File: config.mk
export PLATFORM = sky130hd
export DESIGN_NAME = step_dir_generator
export DESIGN_NICKNAME = d
export VERILOG_FILES = /design/src/rtl/step_dir_generator.sv
export SDC_FILE = /design/constraint.sdc
export NUM_CORES = 1
export LEC_CHECK = 0
export ABC_AREA = 1
export ABC_CLOCK_PERIOD_IN_PS = 5620
export CAP_MARGIN = 10
export CORE_ASPECT_RATIO = 2
export CORE_MARGIN = 4
export CORE_UTILIZATION = 25
export CTS_CLUSTER_SIZE = 30
export DETAILED_ROUTE_END_ITERATION = 6
export SLEW_MARGIN = 10
export SYNTH_ARGS = -nofsm -noshare
export SYNTH_HDL_FRONTEND = slang
export SYNTH_SLANG_ARGS = --single-unit
File: constraint.sdc
create_clock -name clk -period 5.62 [get_ports clk]
set_input_delay 0.843 -clock clk [delete_from_list [all_inputs] [get_ports clk]]
set_output_delay 0.843 -clock clk [all_outputs]
set_load 0.01 [all_outputs]
File: src/rtl/step_dir_generator.sv
// step_dir_generator
// Command-driven step/direction pulse source feeding a stepper phase driver.
// A move command (step count, direction, step period) is taken over a
// valid/ready handshake. The generator then waits DIR_SETUP_CYC cycles with
// the new direction applied, emits the requested number of PULSE_HIGH_CYC
// wide pulses spaced eff_period cycles apart (rising edge to rising edge),
// tracks a signed absolute position and signals done (with aborted when the
// move was cut short).
//
// Handshake: a command transfers on the rising clk edge where cmd_valid and
// cmd_ready are both 1. cmd_ready is 1 only while the generator is idle. The
// source must hold cmd_steps/cmd_dir/cmd_period stable while cmd_valid is 1
// and cmd_ready is 0.
//
// Ports:
//   clk, rst_n         clock, asynchronous active-low reset
//   cmd_valid/ready    command handshake
//   cmd_steps          unsigned step count (0 = finish immediately)
//   cmd_dir            1 = forward (+1 per step), 0 = reverse (-1 per step)
//   cmd_period         step period in cycles, clamped to PULSE_HIGH_CYC+1
//   abort              end the current move cleanly
//   rotate_pulse       registered step pulse
//   direction          registered direction, held until the next accept
//   busy               move in progress (includes the done cycle)
//   done, aborted      one-cycle end-of-command pulse and its abort flag
//   position           signed absolute position, wraps modulo 2^POS_W
//   steps_remaining    steps not yet issued
//   fsm_state          current FSM state for observation
module step_dir_generator #(
  parameter int CNT_W          = 16,
  parameter int PER_W          = 16,
  parameter int POS_W          = 32,
  parameter int DIR_SETUP_CYC  = 27,
  parameter int PULSE_HIGH_CYC = 27
) (
  input  logic             clk,
  input  logic             rst_n,
  input  logic             cmd_valid,
  output logic             cmd_ready,
  input  logic [CNT_W-1:0] cmd_steps,
  input  logic             cmd_dir,
  input  logic [PER_W-1:0] cmd_period,
  input  logic             abort,
  output logic             rotate_pulse,
  output logic             direction,
  output logic             busy,
  output logic             done,
  output logic             aborted,
  output logic [POS_W-1:0] position,
  output logic [CNT_W-1:0] steps_remaining,
  output logic [2:0]       fsm_state
);

  typedef enum logic [2:0] {
    IDLE       = 3'd0,
    DIR_SETUP  = 3'd1,
    PULSE_HIGH = 3'd2,
    PULSE_LOW  = 3'd3,
    DONE       = 3'd4
  } state_t;

  localparam int TMR_W = 32;
  localparam logic [TMR_W-1:0] SETUP_LOAD = TMR_W'(DIR_SETUP_CYC - 1);
  localparam logic [TMR_W-1:0] HIGH_LOAD  = TMR_W'(PULSE_HIGH_CYC - 1);
  localparam logic [PER_W-1:0] MIN_PERIOD = PER_W'(PULSE_HIGH_CYC + 1);

  state_t           state, state_nxt;
  logic [TMR_W-1:0] tmr, tmr_nxt;
  logic [PER_W-1:0] eff_period;
  logic             abort_pend;
  logic             accept;
  logic             end_by_abort;
  logic             step_issue;

  assign accept    = (state == IDLE) && cmd_valid && cmd_ready;
  assign fsm_state = state;

  // A step is issued on entry to PULSE_HIGH; position and steps_remaining
  // change together with the rising edge of rotate_pulse.
  assign step_issue = (state_nxt == PULSE_HIGH) && (state != PULSE_HIGH);

  always_comb begin
    state_nxt    = state;
    end_by_abort = 1'b0;
    unique case (state)
      IDLE: begin
        if (accept) begin
          state_nxt = (cmd_steps == '0) ? DONE : DIR_SETUP;
        end
      end
      DIR_SETUP: begin
        if (abort) begin
          state_nxt    = DONE;
          end_by_abort = 1'b1;
        end else if (tmr == '0) begin
          state_nxt = PULSE_HIGH;
        end
      end
      PULSE_HIGH: begin
        // An abort seen during the high phase is remembered so the pulse
        // keeps its full width; the low phase is then skipped.
        if (tmr == '0) begin
          if (abort || abort_pend) begin
            state_nxt    = DONE;
            end_by_abort = 1'b1;
          end else begin
            state_nxt = PULSE_LOW;
          end
        end
      end
      PULSE_LOW: begin
        if (abort) begin
          state_nxt    = DONE;
          end_by_abort = 1'b1;
        end else if (tmr == '0) begin
          state_nxt = (steps_remaining != '0) ? PULSE_HIGH : DONE;
        end
      end
      DONE: begin
        state_nxt = IDLE;
      end
      default: begin
        state_nxt = IDLE;
      end
    endcase
  end

  // Phase timer: loaded with (length-1) on entry to a timed state, counts
  // down to zero on the last cycle of that state.
  always_comb begin
    tmr_nxt = '0;
    if (state_nxt != state) begin
      unique case (state_nxt)
        DIR_SETUP:  tmr_nxt = SETUP_LOAD;
        PULSE_HIGH: tmr_nxt = HIGH_LOAD;
        PULSE_LOW:  tmr_nxt = TMR_W'(eff_period) - TMR_W'(PULSE_HIGH_CYC + 1);
        default:    tmr_nxt = '0;
      endcase
    end else if (tmr != '0) begin
      tmr_nxt = tmr - TMR_W'(1);
    end
  end

  always_ff @(posedge clk or negedge rst_n) begin
    if (!rst_n) begin
      state <= IDLE;
      tmr   <= '0;
    end else begin
      state <= state_nxt;
      tmr   <= tmr_nxt;
    end
  end

  always_ff @(posedge clk or negedge rst_n) begin
    if (!rst_n) begin
      abort_pend <= 1'b0;
    end else begin
      abort_pend <= (state == PULSE_HIGH) && (state_nxt == PULSE_HIGH) &&
                    (abort || abort_pend);
    end
  end

  always_ff @(posedge clk or negedge rst_n) begin
    if (!rst_n) begin
      eff_period      <= MIN_PERIOD;
      direction       <= 1'b0;
      position        <= '0;
      steps_remaining <= '0;
    end else if (accept) begin
      eff_period      <= (cmd_period < MIN_PERIOD) ? MIN_PERIOD : cmd_period;
      direction       <= cmd_dir;
      steps_remaining <= cmd_steps;
    end else if (step_issue) begin
      position        <= direction ? position + POS_W'(1) : position - POS_W'(1);
      steps_remaining <= steps_remaining - CNT_W'(1);
    end
  end

  // Status outputs are registered from the next state so they line up with
  // the state register.
  always_ff @(posedge clk or negedge rst_n) begin
    if (!rst_n) begin
      rotate_pulse <= 1'b0;
      busy         <= 1'b0;
      done         <= 1'b0;
      aborted      <= 1'b0;
      cmd_ready    <= 1'b1;
    end else begin
      rotate_pulse <= (state_nxt == PULSE_HIGH);
      busy         <= (state_nxt != IDLE);
      done         <= (state_nxt == DONE);
      aborted      <= (state_nxt == DONE) && end_by_abort;
      cmd_ready    <= (state_nxt == IDLE);
    end
  end

endmodule
# After elaboration in Yosys (flattened, before gate mapping)
# Cells that the tools add are included.
[classes]
muxes = 21
n_eq_ne = 9
bitwise = 1
add_sub_neg = 5
reduce_logical = 18
magnitude_cmp = 1
[ops]
columns = ["cell", "count"]
rows = [
  ["$mux 32", 3],
  ["$pmux 32 s2", 1],
  ["$sub 32x1->32 const B", 2],
  ["$mux 16", 3],
  ["$add 32x1->32 const B", 1],
  ["$logic_not 32->1", 1],
  ["$reduce_bool 32->1", 1],
  ["$mux 3", 9],
  ["$sub 16x5->17 const B", 1],
  ["$logic_not 16->1", 1],
  ["$lt 16x5->1 const B", 1],
  ["$reduce_bool 16->1", 1],
  ["$sub 16x1->16 const B", 1],
  ["$eq 3x2->1 const B", 4],
  ["$pmux 3 s4", 1],
  ["$eq 3x1->1 const B", 2],
  ["$logic_and 1x1->1", 6],
  ["$logic_not 3->1", 2],
  ["$reduce_or 2->1", 2],
  ["$eq 3x3->1 const B", 1],
  ["$mux 1", 3],
  ["$ne 3x2->1 const B", 1],
  ["$ne 3x3->1", 1],
  ["$reduce_bool 3->1", 1],
  ["other kinds (5)", 5],
]
[word_totals]
out_inout_bits = 57
in_bits = 37
ff_bits = 106

# Logic depth before layout (Yosys ltp)
[depth]
word_depth = 9
depth_mapped = 16
ltp_nobuf = 16

# Worst setup path after synthesis
# OpenSTA, ideal clock, no wires.
[synth_timing]
path_kind = "reg-to-reg"
start = "register direction"
end = "register position[17]"
arrival_ns = 2.375
setup_ns = 0.126
path_slack_ns = 3.118
path_stages_with_launch = 12
period_less_slack_ns = 2.502
path_buffers = 0
path_cell_list = "dfrtp_1 inv_1 ha_1 nand2_1 inv_1 a21oi_1 nor2_1 nor2_1 nand2_1 a21oi_1 xor2_1 o21ai_0"
[synth_via]
elab_chain_cells = 1
[synth_lines]
columns = ["element", "line_no", "text"]
rows = [
  ["start: declaration", "45", "output logic direction,"],
  ["start signal: assignment", "171", "direction <= cmd_dir;"],
  ["$mux 32", "174", "position <= direction ? position + POS_W'(1) : position - POS_W'(1);"],
  ["end signal: assignment", "174", ""],
  ["end: declaration", "49", "output logic [POS_W-1:0] position,"],
]
# Every way passes these cells.
# A chain may end at the register's enable or synchronous reset.

# Final worst setup path
[layout_timing]
start = "input port cmd_valid"
end = "register tmr[23]"
[layout_via]
elab_chain_cells = 8
[layout_lines]
columns = ["element", "line_no", "text"]
rows = [
  ["start: declaration", "38", "input logic cmd_valid,"],
  ["$logic_and 1x1->1 * (2 in a row)", "75", "assign accept = (state == IDLE) && cmd_valid && cmd_ready;"],
  ["$mux 3 *", "87", "if (accept) begin"],
  ["$pmux 3 s4 *", "85", "unique case (state)"],
  ["$eq 3x2->1 / $eq 3x1->1 (equally long branches)", "133", "unique case (state_nxt)"],
  ["$reduce_or 2->1 (no line)", "-", ""],
  ["$pmux 32 s2", "133", ""],
  ["$mux 32 *", "132", "if (state_nxt != state) begin"],
  ["named net tmr_nxt[23]", "68", "logic [TMR_W-1:0] tmr, tmr_nxt;"],
  ["end signal: assignment", "150", "tmr <= tmr_nxt;"],
  ["end: declaration", "68", ""],
]
# Mark *: on every way through the listed nets, which the timed path passes. The rest lies on a longest branch.

==> impl_metrics.csv <==
group,metric,value,unit
finish,n_antenna_cell,0,
route,wl,22300,um
place,dpl_worst_slack,1.74,ns
finish,finalNonFillerCells,1568,
clocking,numCtsBuffers,9,
logic_synthesis,synth-compound-area-share,8.35,%
setup_path,cpPeakStageDelay,0.52,ns
die,initial_utilization,25.3,%
logic_synthesis,synth_edf_count,0,
route,vias,7317,
clocking,holdBufCountCts,0,
logic_synthesis,yosysSeqAreaShare,34.9,%
finish,fillers,3238,
die,core-area,30100,um^2
timing,setup_viol,0,
setup_path,cp_num_buf_inv,3,
logic_synthesis,synth_seq_cells,106,
route,drt-pass1-iter-count,5,
global_route,grt_pass1_vias,7635,
die,die_y,255,um
route,drtIter0Drc,293,
logic_synthesis,synth.distinct_cells,35,
route,via_per_inst,4.67,
route,wl_per_cell,14.2,um
logic_synthesis,synth_area_per_cell,6.86,um^2
setup_path,worstSetupPathType,"input pin to flip-flop",
logic_synthesis,synth_warnings,0,
global_route,grt_first_pass_wirelength,36700,um
global_route,grt_antenna_before_repair,0,
logic_synthesis,syn_nets,1181,
setup_path,required,5.89,ns
die,ioPinCount,94,
setup_path,cp_common_cell,"nand3_1",
outcome,outcome,"finished clean",
place,dp_hpwl,17600,um
logic_synthesis,ys_async_sr_fraction,100,%
timing,worst_pin_slew,0.888,ns
clocking,clk_path_buf_depth,2,
clocking,clock-root-buffer,"clkbuf_16",
route,ant_nets,0,
timing,period_share,61.5,%
logic_synthesis,synth_xor_area_share,8.51,%
logic_synthesis,synth-simple-area-share,35.6,%
place,dp.cells,1552,
hold_path,holdCritPathClass,"flip-flop to flip-flop",
setup_path,cp_top_family,"simple AND/OR/NAND/NOR gates",
die,die_x,131,um
setup_path,crit_arrival,3.72,ns
finish,final_common_cell,"nand2_1",
finish,layout-drive-gt1-share,3.33,%
setup_path,cpMaxStageDelayCell,"inv_2",
clocking,cts_tree,"yes",
die,die_area,33500,um^2
timing,slew_headroom,40.8,%
clocking,post_cts_buffers,0,
clocking,cts.reportedPaths.clkPinSlew,0.09,ns
logic_synthesis,synthFlopType,"dfrtp_1",
timing,tns,0,ns
setup_path,crit_path_end_kind,"flip-flop",
place,port_buffers,93,
route,post-route-drc-count,0,
timing,fin_crit,3.46,ns
timing,grt_setup_unrepaired,"no",
clocking,cts_sinks,106,
pwr,irDropWorstVdd,374,uV
die,num_rows,90,
timing,worst_slack,2.16,ns
place,routabilityCongestion,0.942,
clocking,cts_max_level,3,
logic_synthesis,synth_top_family_by_area,"simple AND/OR/NAND/NOR gates",
logic_synthesis,yosys.area_share.adder,5.85,%
finish,nets,1267,
global_route,grt-ovfl-total,0,
setup_path,cp_cell_sequence,"clkdlybuf4s50_1, inv_1, nor2_1, nand3_1, inv_2, nand2_1, nand3_1, nand3_1, nor2_2, nand2_1, o21ai_0",
timing,fmax,0.289,GHz
finish,area_delta_synth_final,21.3,%
timing,finalClockSkew,0.0127,ns
pwr,p_leak,4.65,nW
logic_synthesis,synth.area.mux_share,0,%
clocking,cts_resized,0,
logic_synthesis,synthesis.instances,1109,
logic_synthesis,synth_area,7610,um^2
timing,slew_viol_final,0,
setup_path,cp_max_fo,43,
flow_run,max-cap-violations,0,
global_route,track_usage,13.5,%
timing,hold_viol,0,
clocking,clock_latency,0.37,ns
pwr,power_density,572,nW/um^2
setup_path,startpoint_type,"input pin",
global_route,grt_max_degree,66,
finish,layout_common_cells,"353 x nand2_1, 132 x nor2_1, 104 x inv_1, 102 x dfrtp_1, 98 x nand3_1",
==> stage by stage <==
step	utilization (%)	hold slack, ns	cell area, um^2	power (mW)
floorplan	-	0.426	7610	3.61
global placement	29.7	0.444	8920	4.59
detailed placement	29.7	0.451	8920	4.63
CTS	30.7	0.465	9240	5.33
global route	30.7	0.491	9240	5.82
finish	30.7	0.468	9240	5.28
==> area by class of cell <==
type / instances / area (um^2) / share of cell area (%)
repair buffers: 97 / 958 / 10.4
inverters: 107 / 402 / 4.35
multi-input cells: 874 / 4440 / 48.1
clock buffers: 9 / 225 / 2.44
flip-flops and latches: 106 / 2660 / 28.8
clock inverters: 7 / 93.8 / 1.02
well taps: 368 / 460 / 4.99
==> synthesized netlist by cell type, drive strengths merged (15+ instances only) <==
master / instances / area (um^2)
xor2: 47 / 412
o21ai: 74 / 370
nand4: 15 / 109
inv: 107 / 402
xnor2: 27 / 236
dfrtp: 102 / 2550
nor2: 139 / 554
nand2: 355 / 1340
a21oi: 34 / 170
ha: 34 / 425
nor3: 17 / 85.1
nand3: 98 / 490
==> logic make-up (layout without fill, tap and decap cells) <==
kind of cell,after synthesis,count (layout)
adders and majority gates,35,35
DFF,106,106
AOI/OAI and AO/OA,121,121
and+or+nand+nor,644,644
buffers and inverters,129,220
xor gates and xnor gates,74,74
==> path summary, 6_finish.rpt <==
kind,startpoint,to,slack [ns],depth (start not counted)
max in group asynchronous,rst_n,position[1],3.89,2
worst max-delay path,cmd_valid,tmr[23],2.16,11
worst max register to register,fsm_state[2],tmr[23],2.41,9
worst min register to register,tmr[0],tmr[0],0.47,1
min in group asynchronous,rst_n,tmr[16],0.58,1
worst min-delay path,tmr[0],tmr[0],0.47,1
==> per-layer routing <==
layer | wire length, um | track usage [%] | share of wire, % | vias up
met1 | 8370 | 13.5 | 38 | 3359
met3 | 774 | 2.07 | 3.5 | 56
met4 | 1170 | 7.72 | 5.2 | 0
met2 | 11900 | 26.2 | 54 | 170
met5 | 0 | 0 | 0 | -
li1 | - | - | - | 3732
==> flip-flops by register name, indices dropped and copies added (netlist names) <==
name / flops
position: 32
steps_remaining: 16
eff_period: 16
cmd_ready: 1
aborted: 1
fsm_state: 3
abort_pend: 1
direction: 1
tmr: 32
rotate_pulse: 1
done: 1
busy: 1
==> where the power goes <==
part | total, mW | switching [mW] | leakage, nW | internal, mW
Clock | 0.671 | 0.350 | 0.153 | 0.321
Combinational | 3.30 | 2.02 | 3.10 | 1.28
Sequential | 1.31 | 0.281 | 1.40 | 1.03
Note: power is estimated with default switching activity, not from simulation.
==> patch 1, RTL diff (config.mk and constraints unchanged) <==
`PER_W`: 16 -> 32.
--- a/src/rtl/step_dir_generator.sv
+++ b/src/rtl/step_dir_generator.sv
@@ -28,7 +28,7 @@
 //   fsm_state          current FSM state for observation
 module step_dir_generator #(
   parameter int CNT_W          = 16,
-  parameter int PER_W          = 16,
+  parameter int PER_W          = 32,
   parameter int POS_W          = 32,
   parameter int DIR_SETUP_CYC  = 27,
   parameter int PULSE_HIGH_CYC = 27
Interface: changed (resized cmd_period); port bits go from 94 to 110. No check against the original RTL was run, so the function may have changed too.
==> patch 1 against the original RTL <==
  * Synthesized area up 14%
  * Clock skew decreased by 0.0016 ns
  * Largest power group unchanged
  * Via count up 16%
  * Sequential cell count up 16
  * Synthesized cell count up 14%
  * Clock power rose by 92%
  * Power up 32%
  * Cell area rose by 19%
  * Sequential power up 24%
  * Combinational power is 22% higher
  * Setup slack got worse by 0.063 ns
  * Routed wire length up 36%
==> patch 1: results (changes against the original RTL) <==
metric	value	unit	change
fin nets	1455		+15%
R2R depth	10		+1
cell area after placement	10300	um^2	+15%
top post-synthesis cells by count	406 x sky130_fd_sc_hd__nand2_1, 146 x sky130_fd_sc_hd__nor2_1, 118 x sky130_fd_sc_hd__dfrtp_1		
leakage power	5.39	nW	+16%
fraction of layout cells with a size suffix above 1	6.67	%	+3.3 points
final worst clock skew	0.0111	ns	-0.00161 ns
Hold Slack	0.297	ns	-0.171 ns
largest cells by area after synthesis	sky130_fd_sc_hd__dfrtp_1 34%, sky130_fd_sc_hd__nand2_1 17%, sky130_fd_sc_hd__nor2_1 6.3%		
number of port buffers	109		+17%
largest net degree at the start of global routing	74		+12%
slowest library cell on the worst path	sky130_fd_sc_hd__and3_2		
initial antenna violation count	2		+2
Syn Nets	1348		+14%
IR drop worst, VDD	0.000260	V	-30%
clock latency on the worst-skew pair	0.44	ns	+0.07 ns
Final GP Congestion	0.937		-0.49%
H-tree depth	4		+1
routed length per instance	16.6	um	+17%
number of cells produced by synthesis	1260		+14%
overall routing resource usage	16.0	%	+2.6 points
status	completed		
clock slew at reported path FFs	0.06	ns	-0.03 ns
Inst Count DP	1789		+15%
Via-to-Cell Ratio	4.66		about the same
r2r setup slk	2.35	ns	-0.06 ns
delay contributed by the slowest stage of the critical path	0.75	ns	+0.23 ns
peak fanout along the critical path	64		+49%
detailed-route via count	8499		+16%
number of CTS-inserted buffers	17		+8
fraction of power spent switching nets	48.4	%	-1.9 points
largest registers in the final layout	eff_period: 32 flops, position: 32 flops, tmr: 32 flops		
[patch 1: cell types whose count changed after synthesis, moves of 10 or more]
| cell | change |
|---|---|
| sky130_fd_sc_hd__nor2_1 | +14 |
| sky130_fd_sc_hd__nand3_1 | -17 |
| sky130_fd_sc_hd__dfrtp_1 | +16 |
| sky130_fd_sc_hd__o21ai_0 | -10 |
| sky130_fd_sc_hd__nand2_1 | +53 |
| sky130_fd_sc_hd__or2_2 | +14 |
| sky130_fd_sc_hd__o22ai_1 | +16 |
[patch 1: cell families after synthesis]
group	Yosys count	share of synthesized area [%]
AO/OA/AOI/OAI	147	9.44
XOR/XNOR	82	8.25
adder cells (fa/ha/maj)	35	5.11
buffers and inverters	145	6.58
flip-flops	122	35.1
AND/OR/NAND/NOR	729	35.5
[patch 1: per-layer routing]
metal	vias to the layer above	share of wire, %	global-route usage, %
met4	0	5.8	10.1
met3	78	2.4	2.39
li1	4272	-	-
met5	-	0	0
met2	161	60	32.9
met1	3988	32	13.9
[patch 1: final cells by class]
cell class	count	area, um^2	area share, %
clock inverters	14	243	2.22
diodes	2	5.00	0.0457
flip-flops and latches	122	3060	27.9
multi-input cells	993	5080	46.4
well taps	441	552	5.04
inverters	117	439	4.01
repair buffers	116	1140	10.4
clock buffers	18	439	4.01
[patch 1: worst paths after layout]
kind                               startpoint                 end
worst max-delay path                cmd_valid  steps_remaining[8]
worst min-delay path                    rst_n                busy
worst max register to register   fsm_state[2]  steps_remaining[8]
worst min register to register  eff_period[1]       eff_period[1]
max in group asynchronous               rst_n         position[6]
min in group clk                eff_period[1]       eff_period[1]
[patch 1: power groups by stage]
stage	clock network (mW)	logic (mW)	registers [mW]
2_1_floorplan	0	2.81	1.57
3_3_place_gp	0	4.01	1.63
3_5_place_dp	0	4.04	1.63
4_1_cts	1.33	4.07	1.62
5_1_grt	1.36	4.52	1.67
6_report	1.29	4.04	1.62
[patch 1: metrics by stage]
step                setup slack (ns)  total power, mW  utilization, %
floorplan                       3.16             4.38               -
global placement                1.71             5.64            29.9
detailed placement              1.61             5.67            29.9
CTS                             2.07             7.02            31.9
global route                    1.72             7.55            31.9
finish                          2.10             6.95            31.9
==> patch 2, RTL diff (config.mk and constraints unchanged) <==
Without the edit above. Make the reset (`rst_n`) synchronous in 4 clocked blocks. Comments in the files are not updated.
--- a/src/rtl/step_dir_generator.sv
+++ b/src/rtl/step_dir_generator.sv
@@ -141,7 +141,7 @@
     end
   end
 
-  always_ff @(posedge clk or negedge rst_n) begin
+  always_ff @(posedge clk) begin
     if (!rst_n) begin
       state <= IDLE;
       tmr   <= '0;
@@ -151,7 +151,7 @@
     end
   end
 
-  always_ff @(posedge clk or negedge rst_n) begin
+  always_ff @(posedge clk) begin
     if (!rst_n) begin
       abort_pend <= 1'b0;
     end else begin
@@ -160,7 +160,7 @@
     end
   end
 
-  always_ff @(posedge clk or negedge rst_n) begin
+  always_ff @(posedge clk) begin
     if (!rst_n) begin
       eff_period      <= MIN_PERIOD;
       direction       <= 1'b0;
@@ -178,7 +178,7 @@
 
   // Status outputs are registered from the next state so they line up with
   // the state register.
-  always_ff @(posedge clk or negedge rst_n) begin
+  always_ff @(posedge clk) begin
     if (!rst_n) begin
       rotate_pulse <= 1'b0;
       busy         <= 1'b0;
Check against the original RTL: differs if rst_n is asserted again (counterexample within 4 cycles, from zero or initial values and one cycle with rst_n low); with rst_n held inactive, the same outputs for 10 cycles.
==> patch 2 against the original RTL <==
  * Die area is 1.7% lower
  * Power is 6.2% lower
  * Synthesized area is 1.8% lower
  * Routed wire length is 19% higher
  * Sequential cell count stayed put
  * Setup slack worse by 0.28 ns
  * Clock skew is 0.0050 ns lower
  * Cell area is 2.3% lower
  * Register-to-register slack worse by 0.22 ns
  * Critical path type unchanged
  * Critical endpoint is now position[28]
  * Largest cell class unchanged
==> patch 2: results (changes against the original RTL) <==
metric	value	unit	change
status	completed		
count of unique library cells instantiated by Yosys	42		+20%
critical register-to-register path endpoint	position[28]		
sequential fraction of the synthesis area	28.4	%	-6.5 points
number of gates given a new drive strength after cts	0		unchanged
Inst Count DP	1596		+2.8%
slew at the pin closest to its max-slew limit	0.894	ns	+0.00562 ns
total of fill cells in the finished design	3203		-1.1%
share of synthesized flip-flops with an asynchronous set or reset	0	%	-100 points
fraction of layout cells with a size suffix above 1	4.09	%	+0.75 points
Syn Nets	1244		+5.3%
Post-Syn Area per Cell	6.38	um^2	-7.1%
detailed router's first-iteration violation count	334		+14%
IR drop worst, VDD	0.000280	V	-25%
R2R depth	11		+2
Net Switching	2.56	mW	-3.6%
dominant synthesized flop cell	sky130_fd_sc_hd__dfxtp_1		
largest cells by area after synthesis	sky130_fd_sc_hd__dfxtp_1 28%, sky130_fd_sc_hd__nand2_1 15%, sky130_fd_sc_hd__nor2_1 9.6%		
initial antenna violation count	0		unchanged
Final GP Congestion	0.973		+3.3%
peak fanout along the critical path	45		+4.7%
worst reg2reg startpoint	fsm_state[2]		
cell area after placement	8720	um^2	-2.1%
Via-to-Cell Ratio	4.93		+5.6%
fin nets	1315		+3.8%
HPWL after DPL	21000	um	+20%
overall routing resource usage	16.3	%	+2.8 points
vias in the first global route	8025		+5.1%
routed length per instance	16.5	um	+16%
critical path data arrival time	3.99	ns	+0.27 ns
r2r setup slk	2.19	ns	-0.22 ns
final worst clock skew	0.00770	ns	-0.00497 ns
[patch 2: cell families (layout without fill, tap and decap cells)]
logic type                 count (synthesis)  after routing  share of synthesized area (%)
DFF                                      106            106                           28.4
and+or+nand+nor                          642            642                           36.6
AOI/OAI and AO/OA                        196            196                           14.4
buffers and inverters                    129            205                           7.15
adders and majority gates                 35             35                           5.96
xor gates and xnor gates                  64             64                           7.50
[patch 2: worst min path at each step]
| stage | from | cells after the start | endpoint | slack [ns] |
|---|---|---|---|---|
| after floorplan | eff_period[0] | 2 | tmr[0] | 0.44 |
| final | position[9] | 2 | position[9] | 0.50 |
| after CTS | position[9] | 2 | position[9] | 0.50 |
| after detailed placement | position[9] | 2 | position[9] | 0.48 |
| after global placement | position[8] | 2 | position[8] | 0.47 |
| after global routing | position[5] | 2 | position[5] | 0.52 |
[patch 2: layout make-up]
class,count,area share (%)
inverter,87,3.62
clock inverter,5,0.513
sequential,106,23.5
clock buffer,11,2.80
multi-input combinational,937,53.4
tap,364,5.05
timing repair buffer,102,11.1
[patch 2: worst max-delay path: stages]
cell and delay [ns]:
sky130_fd_sc_hd__clkdlybuf4s50_1 0.42, sky130_fd_sc_hd__inv_1 0.06, sky130_fd_sc_hd__nor2_1 0.04, sky130_fd_sc_hd__nand3_2 0.06
sky130_fd_sc_hd__buf_4 0.42, sky130_fd_sc_hd__inv_2 0.40, sky130_fd_sc_hd__nand2_1 0.18, sky130_fd_sc_hd__nand2_1 0.10
sky130_fd_sc_hd__nor2_2 0.25, sky130_fd_sc_hd__nand4_2 0.50, sky130_fd_sc_hd__buf_4 0.44, sky130_fd_sc_hd__a21oi_1 0.16
sky130_fd_sc_hd__nor2_1 0.06
[patch 2: per-stage QoR]
stage,setup slack (ns),hold WS (ns),utilization [%]
finish,1.89,0.495,30.6
global placement,1.53,0.475,29.6
detailed placement,1.48,0.481,29.6
floorplan,2.86,0.442,-
global route,1.57,0.525,30.6
CTS,1.87,0.499,30.6
[patch 2: per-layer routing]
metal	up-vias	track usage, %	share of wire, %
met3	85	2.07	2.5
met5	-	0	0
met4	0	10.9	7.0
met2	199	31.8	57
met1	3640	15.0	33
li1	4023	-	-
[patch 2: power groups by stage]
stage,combinational (mW),clock (mW),sequential (mW)
after global routing,3.56,0.710,1.14
after floorplan,2.34,0,1.09
after CTS,3.16,0.689,1.11
final,3.17,0.668,1.11
after detailed placement,3.14,0,1.13
after global placement,3.13,0,1.13
